<file path="config.mk">
export PLATFORM = sky130hd
export DESIGN_NAME = pe_result_collector
export DESIGN_NICKNAME = d
export VERILOG_FILES = /design/src/rtl/pe_result_collector_pkg.sv /design/src/rtl/pe_result_serializer.sv /design/src/rtl/pe_result_collector.sv
export SDC_FILE = /design/constraint.sdc
export NUM_CORES = 1
export LEC_CHECK = 0
export CAP_MARGIN = 20
export CORE_ASPECT_RATIO = 1.1
export CORE_MARGIN = 3
export CORE_UTILIZATION = 55
export CTS_BUF_LIST = sky130_fd_sc_hd__clkbuf_2
export DETAILED_ROUTE_END_ITERATION = 10
export PLACE_DENSITY_LB_ADDON = 0.12
export SYNTH_ARGS = -nofsm -noshare
export SYNTH_HDL_FRONTEND = slang
export SYNTH_SLANG_ARGS = --single-unit
</file>
<file path="constraint.sdc">
create_clock -name iClk -period 7.1 [get_ports iClk]
set_input_delay 1.775 -clock iClk [delete_from_list [all_inputs] [get_ports iClk]]
set_output_delay 1.775 -clock iClk [all_outputs]
set_load 0.005 [all_outputs]
</file>
<file path="src/rtl/pe_result_collector_pkg.sv">
// Shared geometry, lane mapping and drain-state encodings for the PE cube result path.
package pe_result_collector_pkg;

    localparam int unsigned LANE_W     = 8;
    localparam int unsigned CUBE_NUM   = 3;
    localparam int unsigned BLOCK_NUM  = 3;
    localparam int unsigned ARRAY_NUM  = 3;
    localparam int unsigned LANES      = ARRAY_NUM * BLOCK_NUM * CUBE_NUM;
    localparam int unsigned BEAT_LANES = ARRAY_NUM * BLOCK_NUM;
    localparam int unsigned FRAME_W    = LANE_W * LANES;
    localparam int unsigned BEAT_W     = LANE_W * BEAT_LANES;
    localparam int unsigned BEAT_IDX_W = (CUBE_NUM > 1) ? $clog2(CUBE_NUM) : 1;
    localparam int unsigned FCNT_W     = 16;

    typedef enum logic {
        ST_IDLE = 1'b0,
        ST_SEND = 1'b1
    } drain_state_e;

    // Lane k occupies bits [lane_lsb(k) +: LANE_W] of the result bus.
    function automatic int unsigned lane_lsb(input int unsigned lane);
        return lane * LANE_W;
    endfunction

endpackage

</file>
<file path="src/rtl/pe_result_serializer.sv">
// Drain buffer for one captured frame, sent as one beat per cube on a valid/ready stream.
module pe_result_serializer
    import pe_result_collector_pkg::*;
(
    input  logic               clk,
    input  logic               rst,
    input  logic               load,
    input  logic [FRAME_W-1:0] frame,
    input  logic               ready,
    output logic [BEAT_W-1:0]  data,
    output logic               valid,
    output logic               last,
    output logic [FCNT_W-1:0]  frame_cnt,
    output logic               drain_free_c,
    output logic               send_next_c
);

    localparam logic [BEAT_IDX_W-1:0] LAST_BEAT = BEAT_IDX_W'(CUBE_NUM - 1);

    drain_state_e            state_q, state_d;
    logic [BEAT_IDX_W-1:0]   beat_q, beat_d;
    logic [FRAME_W-1:0]      buf_q, buf_d;
    logic [BEAT_W-1:0]       data_q, data_d;
    logic                    valid_q, valid_d;
    logic                    last_q, last_d;
    logic [FCNT_W-1:0]       cnt_q, cnt_d;

    logic                    hs_c;
    logic                    last_beat_c;
    logic [BEAT_IDX_W-1:0]   beat_nxt_c;

    assign hs_c        = valid_q && ready;
    assign last_beat_c = (beat_q == LAST_BEAT);
    assign beat_nxt_c  = beat_q + BEAT_IDX_W'(1);

    // Next state; a load on the final handshake restarts at beat 0 with no bubble.
    always_comb begin
        state_d      = state_q;
        beat_d       = beat_q;
        buf_d        = buf_q;
        data_d       = data_q;
        valid_d      = valid_q;
        last_d       = last_q;
        cnt_d        = cnt_q;
        drain_free_c = (state_q == ST_IDLE) || (last_beat_c && hs_c);

        if (state_q == ST_SEND && hs_c) begin
            if (!last_beat_c) begin
                beat_d = beat_nxt_c;
                data_d = buf_q[32'(beat_nxt_c) * BEAT_W +: BEAT_W];
                last_d = (beat_nxt_c == LAST_BEAT);
            end else begin
                cnt_d   = cnt_q + FCNT_W'(1);
                state_d = ST_IDLE;
                valid_d = 1'b0;
                last_d  = 1'b0;
            end
        end

        if (load && drain_free_c) begin
            state_d = ST_SEND;
            beat_d  = '0;
            buf_d   = frame;
            data_d  = frame[BEAT_W-1:0];
            last_d  = (LAST_BEAT == '0);
            valid_d = 1'b1;
        end

        send_next_c = (state_d == ST_SEND);
    end

    always_ff @(posedge clk) begin
        if (rst) begin
            state_q <= ST_IDLE;
            beat_q  <= '0;
            buf_q   <= '0;
            data_q  <= '0;
            valid_q <= 1'b0;
            last_q  <= 1'b0;
            cnt_q   <= '0;
        end else begin
            state_q <= state_d;
            beat_q  <= beat_d;
            buf_q   <= buf_d;
            data_q  <= data_d;
            valid_q <= valid_d;
            last_q  <= last_d;
            cnt_q   <= cnt_d;
        end
    end

    assign data      = data_q;
    assign valid     = valid_q;
    assign last      = last_q;
    assign frame_cnt = cnt_q;

endmodule

</file>
<file path="src/rtl/pe_result_collector.sv">
// Captures staggered per-lane PE results into a frame buffer and hands full frames to the serializer.
module pe_result_collector
    import pe_result_collector_pkg::*;
(
    input  logic                iClk,
    input  logic                iRst,
    input  logic [FRAME_W-1:0]  iResult,
    input  logic [LANES-1:0]    iResultValid,
    output logic [BEAT_W-1:0]   oData,
    output logic                oValid,
    input  logic                iReady,
    output logic                oLast,
    output logic [FCNT_W-1:0]   oFrameCnt,
    output logic                oOverflow,
    output logic                oBusy
);

    logic [FRAME_W-1:0] cap_q, cap_d;
    logic [LANES-1:0]   cap_vld_q, cap_vld_d;
    logic               overflow_q, overflow_d;
    logic               busy_q, busy_d;

    logic               drain_free_c;
    logic               send_next_c;
    logic               xfer_c;

    assign xfer_c = (&cap_vld_q) && drain_free_c;

    // Strobes in the transfer cycle land after the clear, so they never count as overflow.
    always_comb begin
        cap_d      = cap_q;
        cap_vld_d  = xfer_c ? '0 : cap_vld_q;
        overflow_d = overflow_q;
        for (int unsigned k = 0; k < LANES; k++) begin
            if (iResultValid[k]) begin
                if (cap_vld_d[k]) begin
                    overflow_d = 1'b1;
                end else begin
                    cap_d[lane_lsb(k) +: LANE_W] = iResult[lane_lsb(k) +: LANE_W];
                    cap_vld_d[k]                 = 1'b1;
                end
            end
        end
        busy_d = (|cap_vld_d) || send_next_c;
    end

    always_ff @(posedge iClk) begin
        if (iRst) begin
            cap_q      <= '0;
            cap_vld_q  <= '0;
            overflow_q <= 1'b0;
            busy_q     <= 1'b0;
        end else begin
            cap_q      <= cap_d;
            cap_vld_q  <= cap_vld_d;
            overflow_q <= overflow_d;
            busy_q     <= busy_d;
        end
    end

    pe_result_serializer u_serializer (
        .clk          (iClk),
        .rst          (iRst),
        .load         (xfer_c),
        .frame        (cap_q),
        .ready        (iReady),
        .data         (oData),
        .valid        (oValid),
        .last         (oLast),
        .frame_cnt    (oFrameCnt),
        .drain_free_c (drain_free_c),
        .send_next_c  (send_next_c)
    );

    assign oOverflow = overflow_q;
    assign oBusy     = busy_q;

endmodule
</file>
==> reports/summary.txt <==
Synth Cell Area: 21700 sq um
core area: 38600 sq um
worst-case clock skew: 33.5 ps
NumNets Final: 3050
clock sinks: 554
Crit path top cell by count: buf_4
# IOs: 338
Syn Nets: 2722
first-pass GRT wire length: 92400 um
Final Hold Viols: 0
Metal-1 WL: 24300 um
fmax: 249 MHz
post-route ant nets: 0
max layer used: met5
ys flop type: dfxtp_1
Startpoint Class: primary input
GRT Total Usage: 26.7%
slowest CP cell: nand3_4
share of cells above drive strength 1: 9.53%
Inst Count DP: 3160
clock slew at reported path FFs: 90 ps
initial core utilization: 56.3%
Slew @ Worst Pin: 1160 ps
PD cells: 217 nW/um^2
Placed Area: 25200 sq um
sequential share of the synthesized area: 51.1%
Avg WL per Cell: 17.1 um
Cells after Synth: 2473
flop and latch count out of synthesis: 554
RSZ-0062 raised after global routing: false
run status: finished, violations left
Worst-Skew Late Latency: 1050 ps
GPL Wtd Cong: 0.909
Remaining DRCs: 1
largest net degree at the start of global routing: 254
Routed WL: 58200 um
Final Cell Area: 26400 sq um
Worst VDD drop: 145 uV
Slew Limit Fails: 0
max_cap viols: 0
Std-Cell Rows: 75
crit share post-route: 56.5%
final setup TNS: 0 ps
relative max-transition margin: 22.4%
Final setup viols: 0
CP cell instances: clkdlybuf4s50_1 > nand3_1 > nand2_2 > buf_4 > nand3_4 > buf_4 > a21oi_1 > nor2_1
class of the most critical setup path: in2reg
H-tree levels: 4
violations in the final reports: DRC
total CTS buffers: 139
wire length on met2: 27500 um
Post-Syn Area per Cell: 8.78 sq um
Arrival @ worst endpoint: 4890 ps
met3 WL: 4650 um
initial antenna violation count: 18
cts-stage hold buffer count: 0
full die area: 41900 sq um
HP Class: reg2reg
Async S/R FF share, synth: 0%
die height: 214 um
post-CTS setup buffers: 0
cts repair resizes: 0
total grt overflow: 0
Final Non-Filler Cells: 3404
DR pass1 iterations: 8
initial drt markers: 1588
vias in the first global route: 18000
Largest stage delay, worst path: 680 ps
Worst Path Required: 7980 ps
number of buffers added on ports: 337
Area growth, synth to finish: 21.7%
root buffer cell: clkbuf_2
crit-path max FO: 74
post-layout minimum cycle time: 4010 ps
Via density: 5.51
synth warn: 0
post-synth cell types: 37
Max Root-Sink Buffers: 3
post-DP HPWL: 37400 um
via count: 18700
number of synthesized flops with an enable pin: 0
CTS tree: yes
Die X: 195 um
Setup crit end kind: flip-flop
Leakage: 10.6 nW
==> cells in the final DEF (no fill, tap or decap), drive strengths merged <==
master         count
a31oi             73
diode              9
nand2            587
nor3               5
or3                2
and3               2
a22oi              2
a2111oi            1
mux2i            289
a41oi             28
nand4             17
nor2b             27
nor4              15
a21oi            249
bufinv             1
ha                 3
inv               11
a222oi             1
xor2              10
or4                2
clkinv            19
a221oi             5
xnor2              4
clkbuf           210
nor2             262
nand3             79
buf               21
clkdlybuf4s50    336
o21ai             75
dfxtp            554
a22o               5
==> path summary, 6_finish.rpt <==
path                                             from  slack [ps]  depth (start not counted)                                   end
hold / removal                cap_q[195]$_SDFFE_PP0P_         450                          2  u_serializer.buf_q[195]$_SDFFE_PP0P_
setup / recovery                               iReady        3090                          8              cap_vld_q[25]$_SDFF_PP0_
hold reg to reg               cap_q[195]$_SDFFE_PP0P_         450                          2  u_serializer.buf_q[195]$_SDFFE_PP0P_
setup reg to reg  u_serializer.beat_q[0]$_SDFFE_PP0P_        3150                          9              cap_vld_q[25]$_SDFF_PP0_
==> metal layers <==
metal | vias up | GRT usage, %
met3 | 139 | 6.58
li1 | 9155 | -
met5 | - | 0
met2 | 679 | 43.4
met4 | 20 | 10.2
met1 | 8749 | 34.5
==> final cells by class <==
class                           count  area [sq um]
Inverter                            6          25.0
Sequential cell                   554         11100
Timing Repair Buffer              357          3550
Antenna cell                        9          22.5
Tap cell                          500           626
Clock inverter                     25           123
Clock buffer                      210          1050
Fill cell                        3275         12200
Multi-Input combinational cell   1743          9920
==> stage by stage <==
| step | power [mW] | setup WS [ps] | util (%) | hold slack (ps) |
|---|---|---|---|---|
| detailed placement | 3.75 | 2040 | 65.4 | 443 |
| CTS | 5.78 | 3120 | 68.4 | 429 |
| finish | 5.72 | 3090 | 68.5 | 450 |
| floorplan | 3.53 | 4020 | - | 431 |
| global route | 5.99 | 2830 | 68.5 | 449 |
| global placement | 3.74 | 2060 | 65.4 | 437 |
==> report_power, final <==
| part | total (mW) | internal [mW] | switching, mW |
|---|---|---|---|
| registers | 3.25 | 3.19 | 0.0555 |
| logic | 0.440 | 0.238 | 0.202 |
| clock network | 2.04 | 0.810 | 1.23 |
| total | 5.72 | 4.24 | 1.49 |
==> cell usage after synthesis, types with 3 or more instances <==
cell type	n	area [sq um]
a41oi_4	10	275
mux2i_1	289	2890
buf_4	6	45.0
nor4_1	14	87.6
buf_2	52	260
o21ai_0	75	375
a21oi_1	249	1250
nand3_1	78	390
buf_1	5	18.8
nand4_1	16	100
nand2_1	587	2200
xor2_1	10	87.6
a221oi_1	5	43.8
a31oi_1	73	457
ha_1	3	37.5
a22o_1	5	43.8
xnor2_1	4	35.0
nor2b_1	27	169
nor3_1	4	20.0
dfxtp_1	554	11100
clkbuf_1	106	398
nor2_1	262	983
inv_1	5	18.8
a41oi_2	17	277
==> worst max-delay path, delay by kind of cell <==
family	cells	cell delay, ps
buf+inv	3	1500
simple gates	4	1340
compound gates	1	210
==> sequential cells by signal (all words and copies together), names as in the netlist <==
signal	count
u_serializer.frame_cnt	16
u_serializer.data	72
oBusy	1
u_serializer.buf_q	216
u_serializer.valid	1
oOverflow	1
u_serializer.state_q	1
cap_vld_q	27
u_serializer.beat_q	2
cap_q	216
u_serializer.last	1
==> cells by family after synthesis <==
kind of cell    after synthesis  share of synthesized area (%)
mux                         289                           13.3
compound gates              439                           12.7
fa+ha+maj                     3                          0.173
xor+xnor                     14                          0.565
buf+inv                     176                           3.52
flops                       554                           51.1
simple gates                998                           18.6
No activity file was read; power rests on OpenSTA's default activity.
